==> config.mk <==
export PLATFORM = sky130hd
export DESIGN_NAME = pipeline_fetch_unit
export DESIGN_NICKNAME = d
export VERILOG_FILES = /design/src/rtl/pipeline_fetch_unit.sv
export SDC_FILE = /design/constraint.sdc
export NUM_CORES = 1
export LEC_CHECK = 0
export ABC_CLOCK_PERIOD_IN_PS = 4800
export CORE_ASPECT_RATIO = 1.75
export CORE_MARGIN = 1.5
export CORE_UTILIZATION = 40
export CTS_BUF_LIST = sky130_fd_sc_hd__clkbuf_16
export CTS_CLUSTER_SIZE = 16
export DETAILED_ROUTE_END_ITERATION = 6
export PLACE_DENSITY = 0.72
export SETUP_SLACK_MARGIN = 0.2
export SKIP_LAST_GASP = 1
export SYNTH_ARGS = -nofsm -noshare
export SYNTH_HDL_FRONTEND = slang
export SYNTH_SLANG_ARGS = --single-unit
==> constraint.sdc <==
create_clock -name clk -period 4.8 [get_ports clk]
set_clock_uncertainty 0.1 [all_clocks]
set_input_delay 0.96 -clock clk [delete_from_list [all_inputs] [get_ports clk]]
set_output_delay 0.96 -clock clk [all_outputs]
set_load 0.05 [all_outputs]
==> src/rtl/pipeline_fetch_unit.sv <==
// pipeline_fetch_unit
//   IF stage of the 5-stage MIPS pipeline. Owns the PC, prefetches into a
//   DEPTH-entry queue and drives the IF/ID register feeding the decoder.
//   Bubble and flush slots carry NOP_WORD (opcode 6'b000001).
//
// Ports
//   clk            clock, rising edge
//   rst            synchronous reset, active-low
//   imem_addr      instruction memory address (= PC)
//   imem_rdata     instruction at imem_addr, same cycle
//   PCSrc          00 seq, 01 branch taken, 10 jump, 11 treated as seq
//   branch_target  branch target from ID
//   jump_index     instr[25:0] of the jump in ID
//   stall          hazard unit hold: no pop, no redirect, IF/ID frozen
//   ifid_instr     instruction to decoder
//   ifid_pc4       PC+4 of ifid_instr
//   ifid_valid     1 = real instruction, 0 = bubble
//   q_count        prefetch queue occupancy
//   perf_redirects redirect counter, saturating   (FETCH_PERF_EN only)
//   perf_bubbles   bubble-load counter, saturating (FETCH_PERF_EN only)
//
// Optional build macro: FETCH_PERF_EN adds the two performance counters.

module pipeline_fetch_unit #(
  parameter int          DEPTH    = 4,
  parameter logic [31:0] RESET_PC = 32'h0,
  parameter logic [31:0] NOP_WORD = 32'h0400_0000
) (
  input  logic                     clk,
  input  logic                     rst,
  output logic [31:0]              imem_addr,
  input  logic [31:0]              imem_rdata,
  input  logic [1:0]               PCSrc,
  input  logic [31:0]              branch_target,
  input  logic [25:0]              jump_index,
  input  logic                     stall,
  output logic [31:0]              ifid_instr,
  output logic [31:0]              ifid_pc4,
  output logic                     ifid_valid,
  output logic [$clog2(DEPTH):0]   q_count
`ifdef FETCH_PERF_EN
  ,
  output logic [15:0]              perf_redirects,
  output logic [15:0]              perf_bubbles
`endif
);

  localparam int PW = $clog2(DEPTH);
  localparam int CW = PW + 1;

  logic [31:0]   pc;
  logic [PW-1:0] head;
  logic [PW-1:0] tail;
  logic [31:0]   q_instr [DEPTH];
  logic [31:0]   q_pc4   [DEPTH];

  logic          redirect;
  logic          pop;
  logic          push;
  logic          full;
  logic [31:0]   target;

  assign imem_addr = pc;

  always_comb begin
    redirect = !stall && (PCSrc == 2'b01 || PCSrc == 2'b10);
    target   = (PCSrc == 2'b01) ? branch_target
                                : {ifid_pc4[31:28], jump_index, 2'b00};
    full     = (q_count == CW'(DEPTH));
    pop      = !stall && !redirect && (q_count != '0);
    // A pop frees the head slot in the same edge, so a full queue can still accept.
    push     = !redirect && (!full || pop);
  end

  // Entry storage carries no reset; occupancy is tracked by q_count alone.
  always_ff @(posedge clk) begin
    if (rst && push) begin
      q_instr[tail] <= imem_rdata;
      q_pc4[tail]   <= pc + 32'd4;
    end
  end

  always_ff @(posedge clk) begin
    if (!rst) begin
      pc         <= RESET_PC;
      head       <= '0;
      tail       <= '0;
      q_count    <= '0;
      ifid_instr <= NOP_WORD;
      ifid_pc4   <= 32'h0;
      ifid_valid <= 1'b0;
    end else if (redirect) begin
      // The word fetched at the old PC this cycle is dropped with the queue.
      pc         <= target;
      head       <= '0;
      tail       <= '0;
      q_count    <= '0;
      ifid_instr <= NOP_WORD;
      ifid_valid <= 1'b0;
    end else begin
      if (push) begin
        pc   <= pc + 32'd4;
        tail <= tail + PW'(1);
      end
      if (pop) begin
        head <= head + PW'(1);
      end
      q_count <= q_count + CW'(push) - CW'(pop);
      if (!stall) begin
        if (pop) begin
          ifid_instr <= q_instr[head];
          ifid_pc4   <= q_pc4[head];
          ifid_valid <= 1'b1;
        end else begin
          // ifid_pc4 keeps its last value on a bubble; only valid slots use it.
          ifid_instr <= NOP_WORD;
          ifid_valid <= 1'b0;
        end
      end
    end
  end

`ifdef FETCH_PERF_EN
  always_ff @(posedge clk) begin
    if (!rst) begin
      perf_redirects <= 16'h0;
      perf_bubbles   <= 16'h0;
    end else begin
      if (redirect && perf_redirects != 16'hFFFF) begin
        perf_redirects <= perf_redirects + 16'd1;
      end
      if (!stall && !pop && perf_bubbles != 16'hFFFF) begin
        perf_bubbles <= perf_bubbles + 16'd1;
      end
    end
  end
`endif

endmodule

==> run metrics, run 1 <==
Setup violations, final 0; clock slew at the register clock pins of the worst setup and hold paths roughly 0.070 ns; CP startpoint kind primary input; die area ~0.037 sq mm; Mapped Cells 971; crit path max fanout 33; Arrival @ worst endpoint roughly 3.4 ns; GR Overflow Total 0; post-synthesis cell type count between 60 and 70; Site Rows between 90 and 100; Slew headroom 0.3496; GPL Wtd Cong ~0.8; fin nets roughly 1,300; Root Driver clkbuf_16; ys async rst share 0; number of max-cap violations 0; worst-path cell with the longest stage delay and3_4; first-pass GRT wire length 52.56 mm; PostCTS Resize Cnt 0; top_reg_cell synth edfxtp_1; clk_lat worst skew approximately 0.56 ns; Fin. Hold Viols 0; Ant. Diodes 0; GRT Total Usage 0.1850; status complete, no violations; DRC viols 0; #FFs+latches synth 362; P&R area growth vs syn 24.55%; vias in the first global route around 9,100; CTS tree yes; Total Wirelength around 35 mm; YS warnings 0; Buffers on Ports 194; drt first-iter violations approximately 500; Die Span Y approximately 250 um; f_max about 310 MHz; starting density of the core 0.4073; actual slew at the worst max-slew pin between 0.9 and 1 ns; crit path cell chain clkdlybuf4s50_1 > inv_1 > ha_2 > nor2_2 > nor2_1 > and3_4 > buf_4; Leak between 5 and 6 nW; RSZ-0062 raised after global routing no; Crit. End Element flop; final hold slack around 0.35 ns; Pwr Density slightly above 400 mW/mm^2; Post-Syn Nets 1,074; I/O pin cnt slightly below 200; number of flops mapped to enable cells by yosys roughly 260; DPL Wire Length 23.31 mm; CTS Buffer Depth 3; Worst Setup Path Type primary input to flop; syn avg cell area 14.85 sq um; Fillers roughly 3,000; Slowest Stage Delay on Critical Path roughly 0.62 ns; maximum VDD drop roughly 0.28 mV; CTS buffer count 30; postcts setup bufs 0; share of cells above drive strength 1 0.1362; hold buffer count at cts 0; family with the most delay on the worst path buffers and inverters; Critical path buffers and inverters 3; core area about 0.035 sq mm; drt via density around 5.4; setup total negative slack 0 ns; fin crit share 0.6735; crit path time final approximately 3.2 ns; Slew Viols, Final 0; CTS Sinks 362; Die X between 100 and 150 um; Cell Area, Synth around 0.014 sq mm; Seq/Total Area, Yosys 0.6801; Avg WL per Cell 21.21 um; TritonRoute pass-1 iters 5; H-Tree Level Count 1; Worst Path Required between 4 and 5 ns; largest net degree at the start of global routing between 50 and 60; Antenna Nets Post-Route 0; Min-Delay Path Class flop to flop; initial antenna violation count 0; vias between 8,000 and 9,000
final timing paths:
path,from,end,slack [ns],cells after the start
hold / removal,ifid_pc4[10],ifid_pc4[10],0.35,2
setup reg to reg,imem_addr[6],q_pc4[1][31],2.03,5
setup / recovery,PCSrc[1],q_instr[0][5],1.57,7
hold reg to reg,ifid_pc4[10],ifid_pc4[10],0.35,2
worst register-to-register path: stages (launching register included):
cell and delay [ns]:
dfxtp_1 0.51, nand4_2 0.49, nor3_4 0.67, nand4_4 0.25, or2_1 0.28, xnor2_1 0.27
Yosys cell counts, types with 5 or more instances:
library cell	n	area [sq um]
nand4_1	7	43.79
xor2_1	9	78.83
mux2i_1	33	330.3
buf_2	17	85.08
o21ai_0	24	120.1
xnor2_1	24	210.2
a31oi_1	5	31.28
nand2_1	100	375.4
ha_1	7	87.58
a21oi_1	60	300.3
dfxtp_1	106	2122
nor2_1	76	285.3
edfxtp_1	256	7687
nor4_1	6	37.54
mux4_2	64	1441
and3_1	9	56.30
clkbuf_1	42	157.7
inv_1	8	30.03
nand3_1	19	95.09
a22oi_1	34	255.2
cell type report:
class	count	area [sq um]	share of cell area
Multi-Input combinational cell	535	4370	0.2433
Tap cell	465	581.8	0.03239
Clock buffer	32	800.8	0.04458
Timing Repair Buffer	213	2117	0.1179
Inverter	9	33.78	0.001881
Clock inverter	24	245.2	0.01365
Sequential cell	362	9814	0.5464
cell usage in the layout, fill, tap and decap left out, types with 16 or more instances in the layout:
| cell | n |
|---|---|
| a21oi_1 | 60 |
| a22oi_1 | 34 |
| buf_4 | 16 |
| clkbuf_16 | 32 |
| clkdlybuf4s50_1 | 193 |
| dfxtp_1 | 102 |
| edfxtp_1 | 256 |
| inv_1 | 17 |
| mux2i_1 | 33 |
| mux4_2 | 64 |
| nand2_1 | 99 |
| nand3_1 | 19 |
| nor2_1 | 75 |
| o21ai_0 | 24 |
| xnor2_1 | 24 |
state kept, by name, indices dropped and copies added (netlist names), named ones only:
name	count
ifid_valid	1
q_count	3
ifid_pc4	32
imem_addr	32
q_pc4	128
head	2
tail	2
q_instr	128
ifid_instr	32
routing by layer:
layer / global-route usage / wire [um]
met5: 0 / 0
met4: 0.08254 / 1340
met3: 0.02773 / 1952
met2: 0.3471 / 18890
met1: 0.2063 / 12600
through the flow:
stage          worst slack [ns]  instances  cell area [sq um]  utilization  total power, W
6_report                  1.567       1640              17960       0.5073        0.007449
5_1_grt                   1.447       1640              17960       0.5073        0.007694
4_1_cts                   1.557       1640              17960       0.5073        0.007506
3_5_place_dp             0.9891       1584              16920       0.4778        0.004969
3_3_place_gp              1.008       1584              16920       0.4778        0.004938
2_1_floorplan            0.9175        971              14420            -        0.004498
where the power goes:
group / internal [W] / total [W] / switching, W
clock network: 0.00147 / 0.00256 / 0.00109
registers: 0.00358 / 0.00372 / 0.000138
logic: 0.000457 / 0.00117 / 0.000711
logic make-up after synthesis:
group           synth area share
flops                     0.6801
simple gates             0.08120
compound gates           0.06541
mux                       0.1244
buf+inv                  0.02108
xor+xnor                 0.02004
fa+ha+maj               0.007461
other cells            0.0002600
Note: power is estimated with default switching activity, not from simulation.
==> run 2, diff against run 1 <==
Settings changed: ABC_CLOCK_PERIOD_IN_PS 4800 to 2800, PLACE_DENSITY 0.72 to 0.75.
Clock period 4.8 ns to 2.8 ns, I/O delays scaled along.
==> run 2 against run 1 <==
  * Combinational power increased by 79%
  * Sequential cell count unchanged
  * Die area unchanged
  * Highest routed layer is now met5
==> run metrics, run 2 (synthesis results as in run 1) <==
status complete, no violations; Antenna Nets Post-Route 0 (unchanged); cell count of the worst reg-to-reg path 5 (unchanged); Die X 146.5 um (unchanged); Crit. End Element output pin; RR Endpoint q_pc4[1][30]; Slew headroom 0.4228 (+0.07322); CTS tree yes; vias 8,855 (-0.27%); R2R Path Start imem_addr[2]; Worst Setup Path Type flop to output pin; first-pass GRT wire length 53.33 mm (+1.5%); Avg WL per Cell 21.18 um (-0.11%); most common cell after layout, fill and taps aside edfxtp_1; Setup violations, final 0 (unchanged); die area 0.03725 sq mm (unchanged); CTS Buffer Depth 3 (unchanged); Post-DP Area 0.01731 sq mm (+2.3%); GR Overflow Total 0 (unchanged); final core utilization 0.5192 (+0.01187); Hold EP tail[0]; vias in the first global route 9,194 (+0.90%); clk_lat worst skew 0.54 ns (-0.02 ns); Fin. Hold Viols 0 (unchanged); drt via density 5.299 (-2.1%); crit path max fanout 5 (-85%); fin crit share 0.9173; Design Area, Final 0.01838 sq mm (+2.3%); GRT Total Usage 0.1911 (+0.006125); Ant. Diodes 0 (unchanged); Buffers on Ports 194 (unchanged); DPL Wire Length 24.67 mm (+5.8%); Fillers 2,893 (-2.4%); CP startpoint kind flop; family with the most delay on the worst path buffers and inverters; clock slew at the register clock pins of the worst setup and hold paths 0.06 ns (about the same); Die Span Y 254.2 um (unchanged); CTS Sinks 362 (unchanged); hold path start stall; core area 0.03541 sq mm (unchanged); share of cells above drive strength 1 0.1625 (+0.02635); f_max between 300 and 400 MHz; H-Tree Level Count 2 (+1); Total Wirelength 35.40 mm (+1.8%); maximum VDD drop 0.5953 mV (+110%); P&R area growth vs syn 27.47%; Leak 6.260 nW (+6.5%); pre-CTS WS 0.02231 ns (-0.9668 ns); Slew Viols, Final 0 (unchanged); crit path cell chain clkdlybuf4s50_1; total power 0.01286 W (+73%); DRC viols 0 (unchanged); crit path time final around 2.6 ns; largest net degree at the start of global routing 55 (unchanged); Root Driver clkbuf_16; drt first-iter violations 630 (+25%); multi-input logic area 0.004383 sq mm (+0.29%); worst-path cell with the longest stage delay clkdlybuf4s50_1; Min-Delay Path Class primary input to flop; Site Rows 91 (unchanged); Critical path buffers and inverters 1 (-2); Pwr Density 699.3 mW/mm^2 (+69%); register area 0.009816 sq mm (about the same); hold depth 3 (+1); Arrival @ worst endpoint 1.91 ns (-1.45 ns); fin nets 1,284 (+2.4%); Worst Path Required 2.14 ns (-2.79 ns); worst setup margin 0.2317 ns (-1.335 ns); initial antenna violation count 2 (+2); reg2reg setup slack 0.48 ns (-1.55 ns); GPL Wtd Cong 0.8315 (+1.4%); Slowest Stage Delay on Critical Path 0.87 ns (+0.25 ns); actual slew at the worst max-slew pin 0.8658 ns (-0.1098 ns); I/O pin cnt 195 (unchanged); most frequent cells in the layout edfxtp_1, clkdlybuf4s50_1, dfxtp_1; starting density of the core 0.4073 (unchanged); Regs by FF count q_instr (128), q_pc4 (128); CTS buffer count 34 (+13%); RSZ-0062 raised after global routing no; hold buffer count at cts 0 (unchanged); TritonRoute pass-1 iters 4 (-1); number of max-cap violations 0 (unchanged)
-- run 2: cell types whose count changed in the layout (fill, tap and decap cells not counted), moves of 3 or more --
cell	change
dlymetal6s2s_1	+9
inv_1	-3
bufinv_16	-4
clkbuf_16	+3
inv_6	+3
buf_4	+11
clkdlybuf4s50_1	-19
dlygate4sd2_1	+10
buf_12	+15
clkinv_2	+3
-- run 2: worst min-delay path, cell delays in order --
cell     delay (ns)
buf_2          0.16
a21oi_1        0.08
nor2_1         0.07
-- run 2: repair_timing --
action | CTS | global route
endpoints found under the setup margin | 18 | 17
buffers inserted | 0 | 0
gates resized for setup | 11 | 10
pin swaps | 0 | 0
-- run 2: metal layers --
layer  vias up  global-route usage  part of all wire
li1       4118                   -                 -
met1      4359              0.2104              0.36
met2       280              0.3498              0.53
met3        94             0.03453             0.054
met4         4              0.1010             0.051
met5         -                   0           0.00073
-- run 2: worst max path at each step --
| stage | slack [ns] | cells past startpoint | from | endpoint |
|---|---|---|---|---|
| floorplan | 0.06 | 6 | PCSrc[1] | q_instr[0][0] |
| global placement | -0.02 | 12 | PCSrc[1] | q_count[2] |
| detailed placement | 0.02 | 12 | PCSrc[1] | q_count[2] |
| CTS | 0.20 | 1 | imem_addr[22] | imem_addr[22] |
| global route | 0.21 | 1 | imem_addr[13] | imem_addr[13] |
| finish | 0.23 | 1 | imem_addr[27] | imem_addr[27] |
-- run 2: stage by stage --
stage	TNS [ns]	cells	hold slack (ns)
2_1_floorplan	0	971	0.3647
6_report	0	1671	0.2815
3_3_place_gp	-0.01971	1610	0.3449
4_1_cts	0	1671	0.2600
5_1_grt	0	1671	0.2850
3_5_place_dp	0	1610	0.3466
-- run 2: power breakdown --
group	internal [W]	total (W)	switching, W
clock network	0.00240	0.00438	0.00198
registers	0.00614	0.00637	0.000228
logic	0.000861	0.00210	0.00124
-- run 2: final cells by class --
type / count / area share
clock buffers: 35 / 0.04764
multi-input cells: 535 / 0.2384
clock inverters: 26 / 0.01000
repair buffers: 239 / 0.1365
inverters: 9 / 0.001838
flip-flops and latches: 362 / 0.5339
well taps: 465 / 0.03165
==> run 3, diff against run 2 <==
Settings changed: CAP_MARGIN set to 20, CORE_UTILIZATION 40 to 26, PLACE_DENSITY 0.75 to 0.56.
==> run 3 against run 2 <==
  * Worst hold slack better by 0.072 ns
  * Die area increased by 53%
  * Combinational power is 4% higher
  * Clock power up 13%
  * Non-clock buffer count grew 16
  * Worst setup slack better by 0.016 ns
  * Sequential power barely moved
  * Critical path depth did not move
  * Global-route usage is 5.0 points lower
  * Critical endpoint is now imem_addr[14]
  * Highest routed layer is now met4
==> run metrics, run 3 (synthesis results as in run 1) <==
f_max 391.9 MHz (+0.64%); Worst Path Required 2.14 ns (about the same); H-Tree Level Count 2 (unchanged); most common cell after layout, fill and taps aside edfxtp_1; Avg WL per Cell 21.06 um (-0.59%); Flop pwr share 0.471 (-0.025); GR Overflow Total 0 (unchanged); Total Wirelength 40.54 mm (+15%); Buffers on Ports 194 (unchanged); number of max-cap violations 0 (unchanged); Slowest Stage Delay on Critical Path 0.89 ns (+0.02 ns); Pwr Density 712.3 mW/mm^2 (+1.9%); internal power 0.009912 W (+5.4%); Die Span Y 314.6 um (+24%); CTS tree yes; Min-Delay Path Class flop to flop; Setup violations, final 0 (unchanged); Fin. Hold Viols 0 (unchanged); CTS Sinks 362 (unchanged); core area 0.05506 sq mm (+55%); worst-path cell with the longest stage delay clkdlybuf4s50_1; Die X 181.0 um (+24%); crit path cell chain clkdlybuf4s50_1; drt first-iter violations 542 (-14%); actual slew at the worst max-slew pin 0.8476 ns (-0.01825 ns); Leak 6.359 nW (+1.6%); hold path start ifid_pc4[19]; R2R Path Start imem_addr[6]; crit path time final 2.552 ns (-0.01643 ns); Slew headroom 0.4336 (+0.01082); initial antenna violation count 0 (-2); most frequent cells in the layout edfxtp_1, clkdlybuf4s50_1, dfxtp_1; starting density of the core 0.2620 (-0.1453); Antenna Nets Post-Route 0 (unchanged); CP startpoint kind flop; vias in the first global route 9,291 (+1.1%); Sw Ratio 0.2652 (-0.003130); Site Rows 114 (+25%); Root Driver clkbuf_16; Critical path buffers and inverters 1 (unchanged); Crit. End Element output pin; drt via density 4.692 (-11%); GRT Total Usage 0.1413 (-0.04978); cell count of the worst reg-to-reg path 5 (unchanged); family with the most delay on the worst path buffers and inverters; Switch Pwr 0.003577 W (+3.7%); Fillers 5,376 (+86%); Slew Viols, Final 0 (unchanged); crit path max fanout 6 (+1); Worst Setup Path Type flop to output pin; DRC viols 0 (unchanged); CTS Buffer Depth 3 (unchanged); clk_lat worst skew 0.54 ns (about the same); Ant. Diodes 0 (unchanged); vias 9,033 (+2.0%); P&R area growth vs syn 31.30%; clock power share 0.366 (+0.025); RR Endpoint q_pc4[3][28]; reg2reg setup slack 0.46 ns (-0.02 ns); Arrival @ worst endpoint 1.89 ns (-0.02 ns); Regs by FF count q_instr (128), q_pc4 (128); TritonRoute pass-1 iters 7 (+3); clock slew at the register clock pins of the worst setup and hold paths 0.06 ns (about the same); maximum VDD drop 0.5549 mV (-6.8%); die area 0.05695 sq mm (+53%); CTS buffer count 38 (+12%); setup total negative slack 0 ns (unchanged); first-pass GRT wire length 59.71 mm (+12%); hold depth 2 (-1); GPL Wtd Cong 0.7572 (-8.9%); logic gate share of total power 0.163 (about the same); share of cells above drive strength 1 0.1717 (+0.009164); status complete, no violations; RSZ-0062 raised after global routing no; fin nets 1,304 (+1.6%); Hold EP ifid_pc4[19]; largest net degree at the start of global routing 55 (unchanged); DPL Wire Length 28.17 mm (+14%); I/O pin cnt 195 (unchanged); final hold slack 0.3539 ns (+0.07238 ns); fin crit share 0.9114 (-0.005869); hold buffer count at cts 0 (unchanged)
run 3: worst max path at each step:
stage	startpoint	to	slack [ns]	depth (start not counted)
2_1_floorplan	PCSrc[1]	q_instr[0][0]	0.06	6
3_3_place_gp	PCSrc[1]	q_count[2]	-0.07	12
3_5_place_dp	PCSrc[1]	q_count[2]	-0.07	12
4_1_cts	imem_addr[8]	imem_addr[8]	0.21	1
5_1_grt	imem_addr[14]	imem_addr[14]	0.21	1
6_report	imem_addr[14]	imem_addr[14]	0.25	1
run 3: power groups by stage:
| stage | clock, W | sequential [W] | combinational, W |
|---|---|---|---|
| 2_1_floorplan | 0 | 0.00680 | 0.000909 |
| 3_3_place_gp | 0 | 0.00646 | 0.00223 |
| 3_5_place_dp | 0 | 0.00648 | 0.00226 |
| 4_1_cts | 0.00510 | 0.00637 | 0.00225 |
| 5_1_grt | 0.00527 | 0.00640 | 0.00234 |
| 6_report | 0.00494 | 0.00636 | 0.00219 |
run 3: metrics by stage:
stage | area [sq um] | std cells | setup slack (ns) | utilization | total power, W
6_report | 18940 | 1925 | 0.2481 | 0.3439 | 0.01349
5_1_grt | 18940 | 1925 | 0.2076 | 0.3439 | 0.01402
2_1_floorplan | 14460 | 971 | 0.06023 | - | 0.007711
3_3_place_gp | 17690 | 1853 | -0.07144 | 0.3214 | 0.008696
3_5_place_dp | 17710 | 1854 | -0.07394 | 0.3217 | 0.008737
4_1_cts | 18890 | 1922 | 0.2077 | 0.3431 | 0.01371
run 3: what timing repair did:
item | 4_1_cts | 5_1_grt
buffers inserted | 0 | 3
pin swaps | 0 | 1
setup endpoints to repair | 18 | 12
gates resized for setup | 18 | 4
run 3: area by class of cell:
| class | instances | area (sq um) | share of cell area |
|---|---|---|---|
| sequential | 362 | 9814 | 0.5183 |
| clock buffer | 39 | 975.9 | 0.05154 |
| timing repair buffer | 255 | 2623 | 0.1385 |
| inverter | 9 | 33.78 | 0.001784 |
| tap | 696 | 870.8 | 0.04599 |
| multi-input combinational | 535 | 4390 | 0.2318 |
| clock inverter | 29 | 229.0 | 0.01209 |
run 3: layer usage:
metal	part of all wire	GRT usage	vias to the layer above	routed length, um
met4	0.039	0.06288	0	1589
met5	0	0	-	0
met1	0.39	0.1620	4553	15850
met2	0.51	0.2534	255	20780
li1	-	-	4164	-
met3	0.057	0.02881	61	2317
